`src/rtl/cpu_pkg.sv`:
```
// Shared CPU constants: machine widths, instruction field positions, opcodes
// and the fetch-stage state encoding.
package cpu_pkg;

    localparam int ADDR_W  = 5;
    localparam int INSTR_W = 32;

    localparam int OPC_MSB = 31;
    localparam int OPC_LSB = 27;
    localparam int TGT_MSB = 26;
    localparam int TGT_LSB = 22;

    localparam logic [OPC_MSB-OPC_LSB:0] OPC_JUMP = 5'b10001;
    localparam logic [OPC_MSB-OPC_LSB:0] OPC_HALT = 5'b10000;

    typedef enum logic [1:0] {
        IDLE,
        FETCH,
        HALTED
    } fetch_state_t;

endpackage

```
`src/rtl/fetch_out_reg.sv`:
```
// One-entry valid/ready output register between fetch and decode.
// A flush drops the held entry even when decode is not accepting.
module fetch_out_reg #(
    parameter int ADDR_W  = 5,
    parameter int INSTR_W = 32
) (
    input  logic               clk,
    input  logic               rst_n,
    input  logic               load,
    input  logic               flush,
    input  logic [INSTR_W-1:0] load_instr,
    input  logic [ADDR_W-1:0]  load_pc,
    input  logic               out_ready,
    output logic               out_valid,
    output logic [INSTR_W-1:0] out_instr,
    output logic [ADDR_W-1:0]  out_pc
);

    // NOTE: sequential state uses non-blocking assignments so every register
    // samples pre-edge values, independent of statement order.
    always_ff @(posedge clk or negedge rst_n) begin
        if (!rst_n) begin
            out_valid <= 1'b0;
            out_instr <= '0;
            out_pc    <= '0;
        end else if (flush) begin
            out_valid <= 1'b0;
        end else if (load) begin
            out_valid <= 1'b1;
            out_instr <= load_instr;
            out_pc    <= load_pc;
        end else if (out_valid && out_ready) begin
            out_valid <= 1'b0;
        end
    end

endmodule

```
`src/rtl/fetch_unit.sv`:
```
// Instruction fetch stage: owns the PC, resolves jumps, stops on halt and
// accepts redirects. Define FETCH_PERF_CNT_EN to add fetch/stall counters.
module fetch_unit #(
    parameter int                ADDR_W   = cpu_pkg::ADDR_W,
    parameter int                INSTR_W  = cpu_pkg::INSTR_W,
    parameter logic [ADDR_W-1:0] RESET_PC = '0
) (
    input  logic               clk,
    input  logic               rst_n,
    input  logic               start,
    output logic [ADDR_W-1:0]  imem_addr,
    input  logic [INSTR_W-1:0] imem_data,
    input  logic               redirect_valid,
    input  logic [ADDR_W-1:0]  redirect_pc,
    output logic               out_valid,
    input  logic               out_ready,
    output logic [INSTR_W-1:0] out_instr,
    output logic [ADDR_W-1:0]  out_pc,
`ifdef FETCH_PERF_CNT_EN
    output logic [15:0]        perf_fetch_cnt,
    output logic [15:0]        perf_stall_cnt,
`endif
    output logic               halted,
    output logic               busy
);

    import cpu_pkg::*;

    fetch_state_t      state, state_next;
    logic [ADDR_W-1:0] pc, pc_next;

    logic [OPC_MSB-OPC_LSB:0] opcode;
    logic [ADDR_W-1:0]        target;
    logic                     is_jump, is_halt;
    logic                     slot_free, fire, flush, load;

    assign imem_addr = pc;
    assign opcode    = imem_data[OPC_MSB:OPC_LSB];
    assign target    = ADDR_W'(imem_data[TGT_MSB:TGT_LSB]);
    assign is_jump   = (opcode == OPC_JUMP);
    assign is_halt   = (opcode == OPC_HALT);

    assign slot_free = !out_valid || out_ready;
    assign fire      = (state == FETCH) && slot_free && !redirect_valid;
    assign flush     = redirect_valid && (state != IDLE);
    // Jump words are consumed here and never reach decode.
    assign load      = fire && !is_jump;

    assign busy   = (state == FETCH);
    assign halted = (state == HALTED);

    always_ff @(posedge clk or negedge rst_n) begin
        if (!rst_n) begin
            state <= IDLE;
            pc    <= RESET_PC;
        end else begin
            state <= state_next;
            pc    <= pc_next;
        end
    end

    // NOTE: hold values are assigned first so no path leaves a variable
    // unassigned, which would otherwise infer a latch.
    always_comb begin
        state_next = state;
        pc_next    = pc;
        unique case (state)
            IDLE: begin
                if (start) state_next = FETCH;
            end
            FETCH: begin
                if (redirect_valid) begin
                    pc_next = redirect_pc;
                end else if (fire) begin
                    if (is_jump)      pc_next    = target;
                    else if (is_halt) state_next = HALTED;
                    else              pc_next    = pc + ADDR_W'(1);
                end
            end
            HALTED: begin
                if (redirect_valid) begin
                    pc_next    = redirect_pc;
                    state_next = FETCH;
                end else if (start) begin
                    pc_next    = RESET_PC;
                    state_next = FETCH;
                end
            end
            default: state_next = IDLE;
        endcase
    end

    fetch_out_reg #(
        .ADDR_W (ADDR_W),
        .INSTR_W(INSTR_W)
    ) u_out_reg (
        .clk       (clk),
        .rst_n     (rst_n),
        .load      (load),
        .flush     (flush),
        .load_instr(imem_data),
        .load_pc   (pc),
        .out_ready (out_ready),
        .out_valid (out_valid),
        .out_instr (out_instr),
        .out_pc    (out_pc)
    );

`ifdef FETCH_PERF_CNT_EN
    logic stall;
    assign stall = (state == FETCH) && out_valid && !out_ready;

    always_ff @(posedge clk or negedge rst_n) begin
        if (!rst_n) begin
            perf_fetch_cnt <= '0;
            perf_stall_cnt <= '0;
        end else if (start) begin
            perf_fetch_cnt <= '0;
            perf_stall_cnt <= '0;
        end else begin
            if (load && perf_fetch_cnt != 16'hFFFF)
                perf_fetch_cnt <= perf_fetch_cnt + 16'd1;
            if (stall && perf_stall_cnt != 16'hFFFF)
                perf_stall_cnt <= perf_stall_cnt + 16'd1;
        end
    end
`endif

endmodule

```
`config.mk`:
```
export PLATFORM = sky130hd
export DESIGN_NAME = fetch_unit
export DESIGN_NICKNAME = d
export VERILOG_FILES = /design/src/rtl/cpu_pkg.sv /design/src/rtl/fetch_out_reg.sv /design/src/rtl/fetch_unit.sv
export SDC_FILE = /design/constraint.sdc
export NUM_CORES = 1
export LEC_CHECK = 0
export CORE_UTILIZATION = 46
export DETAILED_ROUTE_END_ITERATION = 10
export PLACE_DENSITY = 0.93
export SETUP_SLACK_MARGIN = 0.1
export SYNTH_ARGS = -nofsm -noshare
export SYNTH_HDL_FRONTEND = slang
export SYNTH_SLANG_ARGS = --single-unit
```
`constraint.sdc`:
```
create_clock -name clk -period 5.85 [get_ports clk]
set_input_delay 0.585 -clock clk [delete_from_list [all_inputs] [get_ports clk]]
set_output_delay 0.585 -clock clk [all_outputs]
set_load 0.05 [all_outputs]
```
# After elaboration in Yosys (flattened, before gate mapping)
# Cells that the tools add are included.
[classes]
n_addsub = 1
eq_ne = 11
n_reduce_logical = 16
muxes = 17
n_bitwise = 1
[op_table]
columns = ["op", "n"]
rows = [
  ["$mux 5", 6],
  ["$mux 2", 6],
  ["$eq 5x5->1 const B", 2],
  ["$pmux 5 s2", 1],
  ["$reduce_and 4->1", 2],
  ["$pmux 2 s3", 1],
  ["$add 5x1->5 const B", 1],
  ["$logic_and 1x1->1", 5],
  ["$ne 2x1->1 const B", 2],
  ["$ne 2x2->1 const B", 2],
  ["$ne 4x4->1 const B", 1],
  ["$reduce_bool 2->1", 2],
  ["$logic_not 1->1", 3],
  ["$mux 1", 3],
  ["$ne 3x2->1 const B", 1],
  ["$ne 3x3->1 const B", 1],
  ["$reduce_bool 3->1", 1],
  ["$eq 2x1->1 const B", 1],
  ["$eq 2x2->1 const B", 1],
  ["$logic_not 2->1", 1],
  ["$reduce_and 2->1", 1],
  ["$logic_or 1x1->1", 1],
  ["$not 1->1", 1],
]
[totals]
out_inout_bits = 45
regBits = 45
in_bits = 42

# Depth between registers and ports, before layout
[logic_depth]
depth_word = 7
depth_mapped = 8
depth_no_buf = 6

# Modules after synthesis
# Synthesis repeated with hierarchy kept, for this count alone.
[unflattened]
hier_cells = 153
area_unflattened_um2 = 2223.4
[modules_own_cells]
columns = ["module", "n_inst", "cells_each", "area_each_um2", "seq_area_each_um2"]
rows = [
  ["fetch_out_reg", 1, 83, 1589.0, 950.9],
  ["fetch_unit", 1, 70, 634.4, 175.2],
]

# Worst setup path after synthesis
# Ideal clock, no wire load.
[synth_path]
path_kind = "register to register"
startpoint = "register state[1]"
endpoint = "register u_out_reg.out_instr[0]"
setup_ps = 125
path_stages_with_launch = 9
path_slack_ps = 3499
t_arrival_ps = 2227
path_buffers = 2
t_required_ps = 5725
path_cell_list = "dfrtp_1 -> inv_1 -> ha_1 -> nor2b_1 -> nand2_1 -> a21oi_2 -> buf_6 -> buf_6 -> mux2_2"
[synth_between]
elab_chain_cells = 5
word_cells_on_any_way = 8
classes_between = "eq/ne: 1; bitwise: 1; reduce/logical: 6"
[synth_lines]
columns = ["item", "line_no", "rtl"]
rows = [
  ["start, declared", "fetch_unit.sv:29", "fetch_state_t state, state_next;"],
  ["start signal, assigned", "fetch_unit.sv:57", "state <= state_next;"],
  ["$eq 2x1->1", "n/a", ""],
  ["via busy", "fetch_unit.sv:24", "output logic busy"],
  ["$logic_and 1x1->1 (2 in series)", "fetch_unit.sv:44", "assign fire = (state == FETCH) && slot_free && !redirect_valid;"],
  ["$logic_and 1x1->1", "fetch_unit.sv:47", "assign load = fire && !is_jump;"],
  ["$reduce_and 2->1 (no line)", "n/a", ""],
  ["end signal, assigned", "fetch_out_reg.sv:30", "out_instr <= load_instr;"],
  ["end, declared", "fetch_out_reg.sv:15", "output logic [INSTR_W-1:0] out_instr,"],
]
# The timed path passes the listed nets, and every way through them passes these cells.
# A chain may end at the register's enable or synchronous reset.

# Final worst setup path
[layout_path]
startpoint = "input port redirect_valid"
endpoint = "register u_out_reg.out_instr[23]"
[layout_between]
elab_chain_cells = 4
word_cells_on_any_way = 6
classes_between = "bitwise: 1; reduce/logical: 5"
[layout_lines]
columns = ["item", "line_no", "rtl"]
rows = [
  ["start, declared", "fetch_unit.sv:13", "input logic redirect_valid,"],
  ["$logic_not 1->1", "fetch_unit.sv:44", ""],
  ["$logic_and 1x1->1", "fetch_unit.sv:44", ""],
  ["$logic_and 1x1->1", "fetch_unit.sv:47", ""],
  ["$reduce_and 2->1 (no line) *", "n/a", ""],
]
# Every way passes the cells marked *; elsewhere a longest branch is shown, timed or not.

==> results.md <==
- Synth warn: 0
- Resized cells post-CTS: 0
- Max Clock Freq: between 0.3 and 0.4 GHz
- M3 GR Usage: between 5 and 6%
- Tmin final: 3021 ps
- DRC marker count from the first detailed-route iteration: between 150 and 200
- Sequential share of power: about 28%
- RSZ-0062 raised after global routing: no
- Postcts setup bufs: 0
- Final Cycle Share: 51.65%
- Worst-path clk slew: 90 ps
- Design internal power: roughly 1000 uW
- Final antenna-violating net count: 0
- Chip Width: around 69 um
- Setup TNS: 0 ps
- Total gr overflow: 0
- Clock power share: under 10%
- Initial Utilization: 48.07%
- CP max stage cell: a21oi_4
- Gate power share: between 60% and 70%
- Largest net degree at the start of global routing: 46
- Pre-antenna DRT Iters: 4
- R2r worst-path depth: 6
- RePlAce Congestion: between 0.8 and 0.9
- Post-Syn Area: between 0.002 and 0.0025 sq mm
- DRC: 0
- Synthesized instance count: approximately 150
- Hold WS: 441.2 ps
- Port Buf Inserts: 86
- GR Layer Usage met1: between 20% and 30%
- Psw: ~970 uW
- Worst R2R End: u_out_reg.out_instr[23]
- Syn Nets: just under 200
- # diodes: 0
- CORE AREA: roughly 0.0044 sq mm
- Flop2flop setup slack: around 3000 ps
- Drt via density: 5.448
- DPL Wire Length: around 3.3 mm
- Critical path type: in -> reg
- Final core occ: ~70%
- Crit end category: flip-flop
- Leak: 0.001250 uW
- Setup crit start kind: input port
- Post-Syn Area per Cell: between 10 and 15 sq um
- Reg2reg start: state[1]
- Row count: 24
- Layout cells sized above 1: between 20% and 30%
- Sink Count: 45
- Nets: around 280
- Die height: approximately 69 um
- Hold buffer count at CTS: 0
- CP required: approximately 6000 ps
- Drt wl/cell: between 15 and 20 um
- Multi-input logic area: just over 900 sq um
- Commonest non-fill, non-tap cells in the layout: 85 x clkdlybuf4s50_1, 45 x dfrtp_1, 36 x mux2_2
- Met2 usage: 34.09%
- Status: finished, final reports clean
- VDD IR-drop max: ~0.37 mV
- Worst EP arrival: ~3200 ps
- Vias in the first global route: 1655
- Routed Wire Length: ~4.6 mm
- Crit-path max cell delay: between 900 and 1000 ps
- Worst Hold Class: in -> async
- Layout fillers: 307
- Number of distinct library cells after synthesis: 36
- Top Usage Layer GRT: met2
- Io pins: 87
- Initial antenna violation count: 0
- GRT Resource Usage Total: roughly 20%
- Design Power: between 2000 and 2500 uW
- #FFs+latches synth: 45
- Final-report max-slew violation count: 0
- Finish-stage setup viols: 0
- CP max FO: 38
- Post-synth EDFFs: 0
- CTS tree: done
- Most common cell after layout, fill and taps aside: clkdlybuf4s50_1
- Max Root-Sink Buffers: 2
- TritonCTS Buffers: 5
- Register area: 0.001126 sq mm
- Max Cap Violations: 0
- CP Cell Sequence: clkdlybuf4s50_1, nor2b_1, nand2_1, a21oi_4, mux2_2
- Pwr/cell area: between 600 and 700 mW/mm^2
- Slew HR: 19.41%
- Global-route wire length before repair: between 7 and 8 mm
- Full die area: between 0.004 and 0.005 sq mm
- Area Growth Syn to Fin: 45.85%
- Final hold vios: 0
- H-tree Lvls: 2
- Asr flop ratio synth: 100.0%
- Clock Latency Late Sink: approximately 300 ps
- Post-synth top flop: dfrtp_1
- Sw Ratio: 48.30%
- Worst Clk Skew: around 10 ps
- Worst Tran Pin Value: 1206 ps
- Clk root buf: clkbuf_8
- Routed vias: about 1600
- Sequential share of the synthesized area: a little over half
layer usage:
metal / vias up / share of wire (%) / wire length, um
met5: - / 0 / 0
met4: 0 / 0.78 / 36
met3: 4 / 6.8 / 315
met2: 64 / 49 / 2264
met1: 785 / 43 / 1994
li1: 727 / - / -
per-stage QoR:
step	setup slack, ps	cell area [sq um]	cells
CTS	2813	3053	290
global placement	2587	2970	282
finish	2829	3053	290
floorplan	3499	2093	151
detailed placement	2507	2970	282
global route	2631	3053	290
final cells by class:
type                            instances  share of cell area [%]
Timing Repair Buffer                   86                   28.03
Multi-Input combinational cell         94                   29.63
Tap cell                               52                   2.131
Clock buffer                            6                   2.377
Clock inverter                          2                  0.3279
Inverter                                5                  0.6148
Sequential cell                        45                   36.89
cells by family (layout without fill, tap and decap cells):
logic type                 after synthesis  in the layout  synth area share [%]
DFF                                     45             45                 53.80
adders and majority gates                5              5                 2.989
xor gates and xnor gates                 1              1                0.4185
muxes                                   40             40                 22.24
AOI/OAI and AO/OA                       27             27                 11.00
and+or+nand+nor                         21             21                 6.216
buffers and inverters                   12             99                 3.347
sequential cells by signal, indices dropped and copies added (netlist names):
name,cells
imem_addr,5
u_out_reg.out_instr,32
u_out_reg.out_pc,5
state,2
u_out_reg.out_valid,1
power groups by stage:
stage | Combinational [uW] | Clock (uW) | Sequential (uW)
global route | 1310 | 199 | 594
global placement | 1250 | 0 | 571
CTS | 1270 | 187 | 572
finish | 1260 | 183 | 569
floorplan | 340 | 0 | 1090
detailed placement | 1260 | 0 | 577
critical path, delay by kind of cell:
kind	cells	cell delay, ps
compound gates	1	920
buf+inv	1	630
simple gates	2	610
mux	1	430
how the worst max path moves through the flow:
stage | startpoint | to | cells after the start
CTS | redirect_valid | u_out_reg.out_pc[2] | 5
global route | redirect_valid | u_out_reg.out_instr[4] | 5
detailed placement | redirect_valid | u_out_reg.out_instr[17] | 5
finish | redirect_valid | u_out_reg.out_instr[23] | 5
floorplan | state[1] | u_out_reg.out_instr[0] | 8
global placement | redirect_valid | u_out_reg.out_pc[0] | 5
Yosys cell counts (2+ instances only):
library cell | count | area share [%]
o21ai_0 | 2 | 0.48
nand2_1 | 4 | 0.72
ha_1 | 5 | 3.0
mux2_2 | 36 | 19
o31ai_1 | 2 | 0.72
inv_1 | 5 | 0.90
clkbuf_1 | 2 | 0.36
nand3_1 | 3 | 0.72
o2111ai_1 | 2 | 0.84
nor2b_1 | 3 | 0.90
a21o_1 | 2 | 0.72
o22ai_1 | 2 | 0.60
dfrtp_1 | 45 | 54
buf_6 | 3 | 1.6
a21oi_1 | 3 | 0.72
a31o_2 | 2 | 0.84
mux2_4 | 4 | 2.9
o21bai_1 | 2 | 0.72
buf_2 | 2 | 0.48
a21oi_2 | 2 | 0.84
nand4_1 | 5 | 1.5
No activity file was read; power rests on OpenSTA's default activity.
